## src/rtl/demokit_pkg.sv

```systemverilog
// Shared constants and types for the demo kit gamepad input path.
// Pad field layout: bit 11 is B down to bit 0 is R.
package demokit_pkg;

   localparam int FRAME_BITS = 24;
   localparam int PAD_BITS   = 12;

   localparam int BTN_B      = 11;
   localparam int BTN_Y      = 10;
   localparam int BTN_SELECT = 9;
   localparam int BTN_START  = 8;
   localparam int BTN_UP     = 7;
   localparam int BTN_DOWN   = 6;
   localparam int BTN_LEFT   = 5;
   localparam int BTN_RIGHT  = 4;
   localparam int BTN_A      = 3;
   localparam int BTN_X      = 2;
   localparam int BTN_L      = 1;
   localparam int BTN_R      = 0;

   typedef enum logic {SYNCING, SHIFT} gp_state_t;

   // The PMOD reports a disconnected pad as an all-ones field.
   function automatic logic pad_absent(input logic [PAD_BITS-1:0] field);
      return &field;
   endfunction

endpackage

```

## src/rtl/sync_edge.sv

```systemverilog
// Multi-stage synchronizer for one asynchronous input, plus a rising-edge strobe
// derived combinationally from the synchronized level and its previous value.
module sync_edge #(
   parameter int unsigned SYNC_STAGES = 2
) (
   input  logic clk,
   input  logic rst,
   input  logic din,
   output logic dout,
   output logic rise
);

   logic [SYNC_STAGES-1:0] chain;
   logic                   prev;

   always_ff @(posedge clk or posedge rst) begin
      if (rst) begin
         chain <= '0;
         prev  <= 1'b0;
      end else begin
         chain <= {chain[SYNC_STAGES-2:0], din};
         prev  <= chain[SYNC_STAGES-1];
      end
   end

   assign dout = chain[SYNC_STAGES-1];
   assign rise = dout & ~prev;

endmodule

```

## src/rtl/gamepad_pmod_rx.sv

```systemverilog
// Gamepad PMOD receiver: shifts the serial stream on PMOD clock edges and commits
// both pad button vectors on a latch edge when exactly one full frame was received.
module gamepad_pmod_rx
   import demokit_pkg::*;
#(
   parameter int unsigned SYNC_STAGES    = 2,
   parameter int unsigned TIMEOUT_CYCLES = 2_000_000
) (
   input  logic                clk,
   input  logic                rst,
   input  logic                pmod_data,
   input  logic                pmod_clk,
   input  logic                pmod_latch,
   output logic [PAD_BITS-1:0] pad0_btn,
   output logic [PAD_BITS-1:0] pad1_btn,
   output logic                pad0_present,
   output logic                pad1_present,
   output logic                frame_valid,
   output logic                frame_err,
   output logic                stale
);

   localparam int unsigned     WD_W     = $clog2(TIMEOUT_CYCLES + 1);
   localparam logic [WD_W-1:0] WD_MAX   = WD_W'(TIMEOUT_CYCLES);
   localparam logic [WD_W-1:0] WD_LAST  = WD_W'(TIMEOUT_CYCLES - 1);
   localparam logic [4:0]      FULL_CNT = 5'(FRAME_BITS);

   logic data_sync, data_rise;
   logic clk_sync, clk_rise;
   logic latch_sync, latch_rise;
   logic unused_sync;

   gp_state_t             state;
   logic [FRAME_BITS-1:0] shreg;
   logic [4:0]            bitcnt;
   logic [WD_W-1:0]       wd_cnt;
   logic [PAD_BITS-1:0]   field0, field1;

   sync_edge #(.SYNC_STAGES(SYNC_STAGES)) u_sync_data (
      .clk  (clk),
      .rst  (rst),
      .din  (pmod_data),
      .dout (data_sync),
      .rise (data_rise)
   );

   sync_edge #(.SYNC_STAGES(SYNC_STAGES)) u_sync_clk (
      .clk  (clk),
      .rst  (rst),
      .din  (pmod_clk),
      .dout (clk_sync),
      .rise (clk_rise)
   );

   sync_edge #(.SYNC_STAGES(SYNC_STAGES)) u_sync_latch (
      .clk  (clk),
      .rst  (rst),
      .din  (pmod_latch),
      .dout (latch_sync),
      .rise (latch_rise)
   );

   assign unused_sync = ^{data_rise, clk_sync, latch_sync};

   // First bit received lands in the MSB, so pad 0 occupies the upper half.
   assign field0 = shreg[FRAME_BITS-1:PAD_BITS];
   assign field1 = shreg[PAD_BITS-1:0];

   always_ff @(posedge clk or posedge rst) begin
      if (rst) begin
         state        <= SYNCING;
         shreg        <= '0;
         bitcnt       <= '0;
         wd_cnt       <= '0;
         pad0_btn     <= '0;
         pad1_btn     <= '0;
         pad0_present <= 1'b0;
         pad1_present <= 1'b0;
         frame_valid  <= 1'b0;
         frame_err    <= 1'b0;
         stale        <= 1'b1;
      end else begin
         frame_valid <= 1'b0;
         frame_err   <= 1'b0;

         if (wd_cnt != WD_MAX) begin
            wd_cnt <= wd_cnt + 1'b1;
         end
         if (wd_cnt == WD_LAST) begin
            stale        <= 1'b1;
            pad0_present <= 1'b0;
            pad1_present <= 1'b0;
            pad0_btn     <= '0;
            pad1_btn     <= '0;
         end

         // A latch edge takes priority; a coincident shift-clock edge is dropped.
         case (state)
            SYNCING: begin
               if (latch_rise) begin
                  bitcnt <= '0;
                  state  <= SHIFT;
               end
            end
            SHIFT: begin
               if (latch_rise) begin
                  bitcnt <= '0;
                  if (bitcnt == FULL_CNT) begin
                     wd_cnt       <= '0;
                     stale        <= 1'b0;
                     frame_valid  <= 1'b1;
                     pad0_present <= ~pad_absent(field0);
                     pad1_present <= ~pad_absent(field1);
                     pad0_btn     <= pad_absent(field0) ? '0 : field0;
                     pad1_btn     <= pad_absent(field1) ? '0 : field1;
                  end else begin
                     frame_err <= 1'b1;
                  end
               end else if (clk_rise) begin
                  shreg <= {shreg[FRAME_BITS-2:0], data_sync};
                  if (bitcnt != 5'd31) begin
                     bitcnt <= bitcnt + 1'b1;
                  end
               end
            end
            default: state <= SYNCING;
         endcase
      end
   end

endmodule

```

## config.mk

```make
export PLATFORM = sky130hd
export DESIGN_NAME = gamepad_pmod_rx
export DESIGN_NICKNAME = d
export VERILOG_FILES = /design/src/rtl/demokit_pkg.sv /design/src/rtl/sync_edge.sv /design/src/rtl/gamepad_pmod_rx.sv
export SDC_FILE = /design/constraint.sdc
export NUM_CORES = 1
export LEC_CHECK = 0
export ABC_CLOCK_PERIOD_IN_PS = 3400
export CAP_MARGIN = 15
export CORE_MARGIN = 2
export CORE_UTILIZATION = 50
export DETAILED_ROUTE_END_ITERATION = 10
export GPL_ROUTABILITY_DRIVEN = 0
export PLACE_DENSITY = 0.71
export SETUP_SLACK_MARGIN = 0.05
export SYNTH_ARGS = -nofsm -noshare
export SYNTH_HDL_FRONTEND = slang
export SYNTH_SLANG_ARGS = --single-unit
```

## constraint.sdc

```tcl
create_clock -name clk -period 3.4 [get_ports clk]
set_input_delay 0.68 -clock clk [delete_from_list [all_inputs] [get_ports clk]]
set_output_delay 0.68 -clock clk [all_outputs]
set_load 0.03 [all_outputs]
```

== After elaboration in Yosys (flattened, before gate mapping) ==
Cells that the tools add are included.

* Register bits after elaboration: 88
* Bits in latches: 0
* Bits in writable memories: 0
* Bits in read-only memories: 0
* Bits of input ports: 5
* Output and inout port bits: 29
* Logic and storage cells: 76
* Memories: 0

* Add/sub/neg operators: 2
* Multiply operators: 0
* Divide/modulo/power cells: 0
* $lt $le $gt $ge: 0
* Equal/unequal tests: 7
* Shift operators: 0
* Multiplexer cells: 39
* Bitwise logic cells: 8
* Reduce and logical (&&, ||, !) cells: 4

{| class="wikitable"
|+ Operators by type and width
! kind !! number
|-
| 12-bit two-way mux || 10
|-
| 21-bit two-way mux || 4
|-
| 12-bit AND reduction || 2
|-
| 21-bit by 1-bit adder with 21-bit output, second input constant || 1
|-
| 21-bit == test, second input constant || 1
|-
| 21-bit != test, second input constant || 1
|-
| 1-bit two-way mux || 20
|-
| 5-bit two-way mux || 4
|-
| 5-bit one-hot mux with 2 select lines || 1
|-
| 1-bit NOT || 6
|-
| 3-bit AND reduction || 2
|-
| 5-bit by 1-bit adder with 5-bit output, second input constant || 1
|-
| 5-bit == test, second input constant || 1
|-
| 5-bit != test, second input constant || 1
|-
| 3-bit by 2-bit != test with 1-bit output, second input constant || 1
|-
| 3-bit != test, second input constant || 1
|-
| 1-bit bitwise AND || 2
|-
| 2-bit != test, second input constant || 1
|}

== Logic depth before layout (Yosys ltp) ==
Gate-level depths: netlist of run 1.

* Word-level depth: 5
* Gate-level depth with buffers: 8
* Gate-level depth less buffers: 7

== By module ==
From an unflattened synthesis of run 1, not the netlist that was laid out.

* Cell total of the unflattened synthesis: 300
* Area total of the unflattened synthesis: 3694.8 sq um

{| class="wikitable"
|+ Modules (own cells, without submodules)
! module !! times used !! cells an instance !! area an instance (sq um) !! seq. area each (sq um)
|-
| gamepad_pmod_rx || 1 || 285 || 3417.0 || 2003.2
|-
| sync_edge || 3 || 5 || 92.6 || 75.1
|}

== Worst setup path before layout of run 1 ==
OpenSTA, ideal clock, no wires.

* Kind: reg-to-reg
* Start: reg bitcnt[0]
* End: reg bitcnt[3]
* Library setup time: 131 ps
* Arrival time: 1734 ps
* Required time: 3269 ps
* Path slack: 1535 ps
* Cell stages (with the launch flop): 9
* Path buffers: 1
* Period minus slack after synthesis: 1865 ps
* Cell sequence: dfrtp_1 > ha_1 > and3_1 > ha_1 > nor4bb_1 > clkbuf_1 > nand4_1 > xor2_1 > nor2_1

* Cells in the longest elaborated chain, start to end: 5
* Elaborated cells between the ends (all ways): 8
* Those cells by class: 1 x add/sub; 2 x eq/ne; 4 x mux; 1 x reduce/logical

{| class="wikitable"
|+ RTL lines
! item !! line !! text
|-
| from (decl) || gamepad_pmod_rx.sv:35 || <nowiki>logic [4:0] bitcnt;</nowiki>
|-
| from (signal assigned) || gamepad_pmod_rx.sv:122 || <nowiki>bitcnt <= bitcnt + 1'b1;</nowiki>
|-
| 5-bit by 1-bit adder with 5-bit output || gamepad_pmod_rx.sv:122 ||
|-
| 5-bit two-way mux || gamepad_pmod_rx.sv:121 || <nowiki>if (bitcnt != 5'd31) begin</nowiki>
|-
| 5-bit two-way mux || gamepad_pmod_rx.sv:119 || <nowiki>end else if (clk_rise) begin</nowiki>
|-
| 5-bit two-way mux || gamepad_pmod_rx.sv:106 || <nowiki>if (latch_rise) begin</nowiki>
|-
| 5-bit one-hot mux with 2 select lines || gamepad_pmod_rx.sv:98 || <nowiki>case (state)</nowiki>
|}

Parallel ways exist; a longest one is shown, timed or not. The select of a mux whose other input is x is not followed.
A chain may end at the register's enable or synchronous reset.

== Worst setup path after layout of run 1 ==
Same ends and word-level chain as after synthesis.

==> out/results.ini, run 1 <==
[cts]
h-tree-depth = 3
clkSlewWorstSetupHoldPaths_ns = 0.09
cts_buffers = 9
cts_hold_buf = 0
ctsResizeCount = 0
cts.path.max_buffers = 2
insertion_delay_ns = 0.34
cts_setup_buffers = 0
cts.sink_count = 88
cts_tree = done
cts_root_buf = clkbuf_8

[power]
p_int_uw = 1610
power_frac_seq = 0.571
pwr-share-comb = 0.061
switchingPower_uw = 484.5
swShare = 0.2313
ir_drop_mv = 0.2846
cellPowerDensity_nw_per_um2 = 488.9
p_clk_frac = 0.368
p_leak_uw = 0.001950

[timing]
fin_crit_sh = 0.7147
fin_ws_ns = 0.9701
slew_viol_final = 0
finalHoldViolations = 0
rsz0062_at_grt = false
fmax_ghz = 0.4115
setup_tns_ns = 0
worst_pin_slew_ns = 1.151
period_minus_slack_ns = 2.430
maxSlewHeadroom = 0.2302
setup_viol = 0
fin_skew_ns = 0.01429

[status]
status = finished clean

[synthesis]
avgSynthCellArea_um2 = 12.60
netlist_top_cells_area = dfrtp_1, mux2_2, a22o_1
ys.warnings.count = 0
synth-edff-count = 0
synth.distinct_cells = 42
syn_inst = 292
synth_top_area_cell = dfrtp_1
syn_nets = 302
synth_top_area_share = 0.5918
synthArstFlopShare = 1.000
syn_area_um2 = 3679
ys_seq_elements = 88
yosysSeqAreaShare = 0.5990
synthFlopType = dfrtp_1

[drt]
drt-wirelength-per-cell_um = 14.96
drc_errors = 0
vias = 2349
first_pass_iters = 4
viasPerCell = 5.514
routed_wl_mm = 6.373
drt_iter0_markers = 123
drtAntennaViolNets = 0

[finish]
nets = 332
diodes = 0
finalNonFillerCells = 426
layout_common_cells = dfrtp_1, clkdlybuf4s50_1, mux2_2, a22o_1, nor2_1
layout_commonest_cell = dfrtp_1
drive_above_1_share = 0.1529
area_growth_pct = 16.46
fillers = 573

[min_path]
hp-class = reg -> reg
holdCritStartpoint = u_sync_data.chain[0]

[grt]
grt_pass1_wl_mm = 11.24
grt_max_degree = 54
grt_pass1_vias = 2330
overflow = 0
track_usage = 0.1712
antenna_found_initial = 0

[worst_setup_path]
crit_start = bitcnt[0]
cp_slowest_cell = nor4bb_1
crit_chain = ha_1 -> and3_1 -> ha_1 -> nor4bb_1 -> nand4_1 -> xor2_1 -> nor2_1
r2r-start = bitcnt[0]
start_kind = flop
crit_type = reg -> reg
worstPathMaxFanout = 6
critPathMaxStageDelay_ns = 0.88
crit_top_cell = ha_1
end_kind = flop
cp.arrival_ns = 2.64
worst_ep_required_time_ns = 3.61

[placed_design]
place_ws_ns = 0.9999
port_buffers = 33
dp_hpwl_mm = 4.132
place_inst = 410

[die]
dieArea_um2 = 8060
ios = 34
start_util = 0.5126
die_h_um = 89.78
rows = 31
die_w_um = 89.78
coreArea_um2 = 7176

[flow_run]
drv_cap = 0

-- area by class of cell --
cell class / count / area (um^2) / area share
flip-flops and latches: 88 / 2203 / 0.5143
multi-input cells: 182 / 1365 / 0.3186
repair buffers: 34 / 350.3 / 0.08178
clock buffers: 11 / 131.4 / 0.03067
well taps: 99 / 123.9 / 0.02891
clock inverters: 5 / 82.58 / 0.01928
inverters: 7 / 27.53 / 0.006425
-- worst paths after layout --
path	to	slack [ns]	cells past startpoint
setup / recovery	bitcnt[3]	0.97	7
hold / removal	u_sync_data.chain[1]	0.35	0
setup reg to reg	bitcnt[3]	0.97	7
hold reg to reg	u_sync_data.chain[1]	0.35	0
max in group asynchronous	stale	1.94	3
min in group asynchronous	shreg[18]	0.72	2
-- power groups by stage --
| stage | combinational [uW] | clock (uW) | sequential [uW] |
|---|---|---|---|
| after floorplan | 104 | 0 | 1190 |
| after global placement | 124 | 0 | 1210 |
| after detailed placement | 128 | 0 | 1210 |
| after CTS | 130 | 787 | 1200 |
| after global routing | 145 | 833 | 1210 |
| final | 127 | 771 | 1200 |
-- cell families (layout without fill, tap and decap cells) --
group           Yosys count  after routing  synth area share
fa+ha+maj                 5              5           0.01701
flops                    88             88            0.5990
xor+xnor                 12             12           0.02857
buf+inv                  22             57           0.02993
mux                      25             25           0.07619
compound gates           53             53            0.1054
simple gates             87             87            0.1439
-- critical path: cells and delay by family, from the launching register on --
kind	cells	cell delay [ns]
AND/OR/NAND/NOR	4	1.32
flip-flops	1	0.42
adder cells (fa/ha/maj)	2	0.41
XOR/XNOR	1	0.16
-- metal layers --
metal  vias up  global-route usage  routed length [um]
li1       1121                   -                   -
met1      1174              0.2381                3110
met2        48              0.2708                2961
met3         6             0.03521                 227
met4         0             0.06154                  74
met5         -                   0                   0
-- through the flow --
stage	utilization	instance area, um^2	total power (uW)	hold WS, ns
after global routing	0.5970	4284	2187	0.3643
after detailed placement	0.5672	4070	1342	0.3347
final	0.5970	4284	2095	0.3514
after global placement	0.5672	4070	1337	0.3331
after floorplan	-	3679	1298	0.3312
after CTS	0.5970	4284	2113	0.3534
-- synth_stat cells (all sizes together), types with 4 or more instances --
master,count
ha,5
inv,7
dfrtp,87
o21ai,9
buf,8
a22o,24
nand3,7
nand2,9
nand4,15
or3,8
clkbuf,7
xor2,10
and4,4
nor2,19
mux2,24
a21oi,12
nor3,5
-- sequential cells by signal, indices dropped and copies added, names as in the netlist, 2 cells and up --
signal,flops
pad1_btn,12
u_sync_clk.chain,2
wd_cnt,21
pad0_btn,12
u_sync_latch.chain,2
bitcnt,5
u_sync_data.chain,2
shreg,24
Power figures use the tool's default switching activity.
==> run 2: changes to the inputs <==
ABC_CLOCK_PERIOD_IN_PS = 2100   (was 3400)
PLACE_DENSITY = 0.74   (was 0.71)
clock period = 2.1 ns   (was 3.4 ns; I/O delays follow)
==> run 2 against run 1 <==
Net effect:
- non-clock buffer count increased by 5
- combinational power increased by 67%
- die area unchanged
- final cell count increased by 1.2%
- via count decreased by 0.13%
- critical path type is now reg -> out
- final area increased by 0.73%
- worst hold slack improved by 0.0056 ns
==> out/results.ini, run 2 (synthesis results as in run 1) <==
[status]
status = finished clean

[grt]
grt_pass1_wl_mm = 11.58  ; +3.0%
grt_max_degree = 89  ; +65%
use_met3 = 0.05616  ; +0.02096
grt_pass1_vias = 2360  ; +1.3%
gr-usage-met1 = 0.2489  ; +0.01077
top_usage_layer = met2
met2_usage = 0.2708  ; unchanged
antenna_found_initial = 0  ; unchanged
track_usage = 0.1789  ; +0.007742
overflow = 0  ; unchanged

[worst_setup_path]
critPathMaxStageDelay_ns = 0.66  ; -0.22 ns
worstPathMaxFanout = 2  ; -4
cp_slowest_cell = clkdlybuf4s50_1
path_delay_family = buffers and inverters
start_kind = flop
cp.arrival_ns = 1.57  ; -1.07 ns
crit_type = reg -> out
crit_chain = clkdlybuf4s50_1
path_buf_inv = 1  ; +1
end_kind = primary output
worst_ep_required_time_ns = 1.68  ; -1.93 ns

[finish]
layout_commonest_cell = dfrtp_1
layout_common_cells = dfrtp_1, clkdlybuf4s50_1, mux2_2, a22o_1, nor2_1
regMostFlops = shreg
diodes = 0  ; unchanged
largest_register_ffs = 24  ; unchanged
reg.largest.list = shreg x24, wd_cnt x21
fillers = 576  ; +0.52%
drive_above_1_share = 0.1777  ; +0.02481
nets = 337  ; +1.5%
area_growth_pct = 17.31

[timing]
finalHoldViolations = 0  ; unchanged
setup_tns_ns = 0  ; unchanged
maxSlewHeadroom = 0.6035  ; +0.3734
fin_crit_sh = 0.9456
fin_skew_ns = 0.01404  ; -0.0002553 ns
slew_viol_final = 0  ; unchanged
setup_viol = 0  ; unchanged
worst_pin_slew_ns = 0.5935  ; -0.5575 ns
fmax_ghz = 0.5036
rsz0062_at_grt = false
period_minus_slack_ns = 1.986

[drt]
routed_wl_mm = 6.528  ; +2.4%
viasPerCell = 5.443  ; -1.3%
drt_iter0_markers = 187  ; +52%
drc_errors = 0  ; unchanged
first_pass_iters = 4  ; unchanged
vias = 2346  ; -0.13%
drtAntennaViolNets = 0  ; unchanged
drt-wirelength-per-cell_um = 15.15  ; +1.2%

[power]
ir_drop_mv = 0.3615  ; +27%
p_total_uw = 3256  ; +55%
p_int_uw = 2408  ; +50%
cellPowerDensity_nw_per_um2 = 754.4  ; +54%
power_frac_seq = 0.596  ; +0.025
p_leak_uw = 0.001959  ; +0.45%
switchingPower_uw = 847.8  ; +75%
p_clk_frac = 0.339  ; -0.029
swShare = 0.2604  ; +0.02909
pwr-share-comb = 0.065  ; +0.004

[die]
ios = 34  ; unchanged
start_util = 0.5126  ; unchanged
dieArea_um2 = 8060  ; unchanged
coreArea_um2 = 7176  ; unchanged
rows = 31  ; unchanged
die_w_um = 89.78  ; unchanged
die_h_um = 89.78  ; unchanged

[cts]
h-tree-depth = 3  ; unchanged
cts.path.max_buffers = 2  ; unchanged
cts_tree = done
clkSlewWorstSetupHoldPaths_ns = 0.08  ; about the same
cts_setup_buffers = 0  ; unchanged
cts_hold_buf = 0  ; unchanged
cts_root_buf = clkbuf_8
insertion_delay_ns = 0.37  ; +0.03 ns
cts.sink_count = 88  ; unchanged
cts_buffers = 9  ; unchanged

[placed_design]
dp_hpwl_mm = 4.225  ; +2.2%
port_buffers = 33  ; unchanged

[flow_run]
drv_cap = 0  ; unchanged

[min_path]
hp-class = reg -> reg

==> run 2: changes by cell type in the layout (fill, tap and decap cells not counted), sizes merged <==
| cell | change |
|---|---|
| buf | +5 |
| clkinvlp | +3 |
| bufinv | -2 |
| clkbuf | -1 |
| clkinv | -1 |
| inv | +1 |
==> run 2: final cells by class <==
| class | instances | area, um^2 | share of cell area |
|---|---|---|---|
| Clock buffer | 10 | 137.6 | 0.03189 |
| Clock inverter | 6 | 50.05 | 0.01160 |
| Inverter | 7 | 30.03 | 0.006959 |
| Multi-Input combinational cell | 182 | 1370 | 0.3175 |
| Sequential cell | 88 | 2203 | 0.5106 |
| Tap cell | 99 | 123.9 | 0.02870 |
| Timing Repair Buffer | 39 | 400.4 | 0.09278 |
==> run 2: power by group through the flow <==
stage | logic (uW) | registers, uW | clock network (uW)
2_1_floorplan | 169 | 1930 | 0
3_3_place_gp | 205 | 1960 | 0
6_report | 212 | 1940 | 1100
4_1_cts | 217 | 1940 | 1140
5_1_grt | 243 | 1960 | 1210
3_5_place_dp | 216 | 1970 | 0
==> run 2: through the flow <==
stage	hold WS (ns)	setup WS, ns	cells	util	instance area [um^2]
after floorplan	0.3312	0.2347	292	-	3682
after global placement	0.3338	0.1869	415	0.5745	4123
after detailed placement	0.3405	0.1008	415	0.5745	4123
after CTS	0.3612	0.08257	431	0.6007	4310
after global routing	0.3706	0.05743	431	0.6014	4315
final	0.3570	0.1142	431	0.6014	4315
==> run 2: layer usage <==
metal  vias up  routed length, um
met4         0                 92
li1       1126                  -
met1      1171               3158
met2        42               2990
met3         7                286
met5         -                  0
==> run 2: timing repair <==
item / CTS / global route
setup endpoints to repair: 0 / 25
resized for setup: 0 / 2
endpoints found under the hold margin: 0 / 0
==> run 2: final timing paths <==
| path | from | to | slack [ns] | depth (start not counted) |
|---|---|---|---|---|
| hold reg to reg | u_sync_latch.chain[0] | u_sync_latch.chain[1] | 0.36 | 0 |
| max in group asynchronous | rst | stale | 1.20 | 3 |
| setup reg to reg | bitcnt[0] | bitcnt[3] | 0.17 | 8 |
| min in group asynchronous | rst | wd_cnt[10] | 0.55 | 3 |
| setup / recovery | stale | stale | 0.11 | 1 |
| hold / removal | u_sync_latch.chain[0] | u_sync_latch.chain[1] | 0.36 | 0 |
==> run 2: worst reg2reg max path, stage by stage, from the launching register on <==
cell,delay (ns)
dfrtp_1,0.43
ha_1,0.23
and3_1,0.19
ha_1,0.17
nor4bb_1,0.27
buf_4,0.20
nand4_1,0.12
xor2_1,0.15
nor2_1,0.05
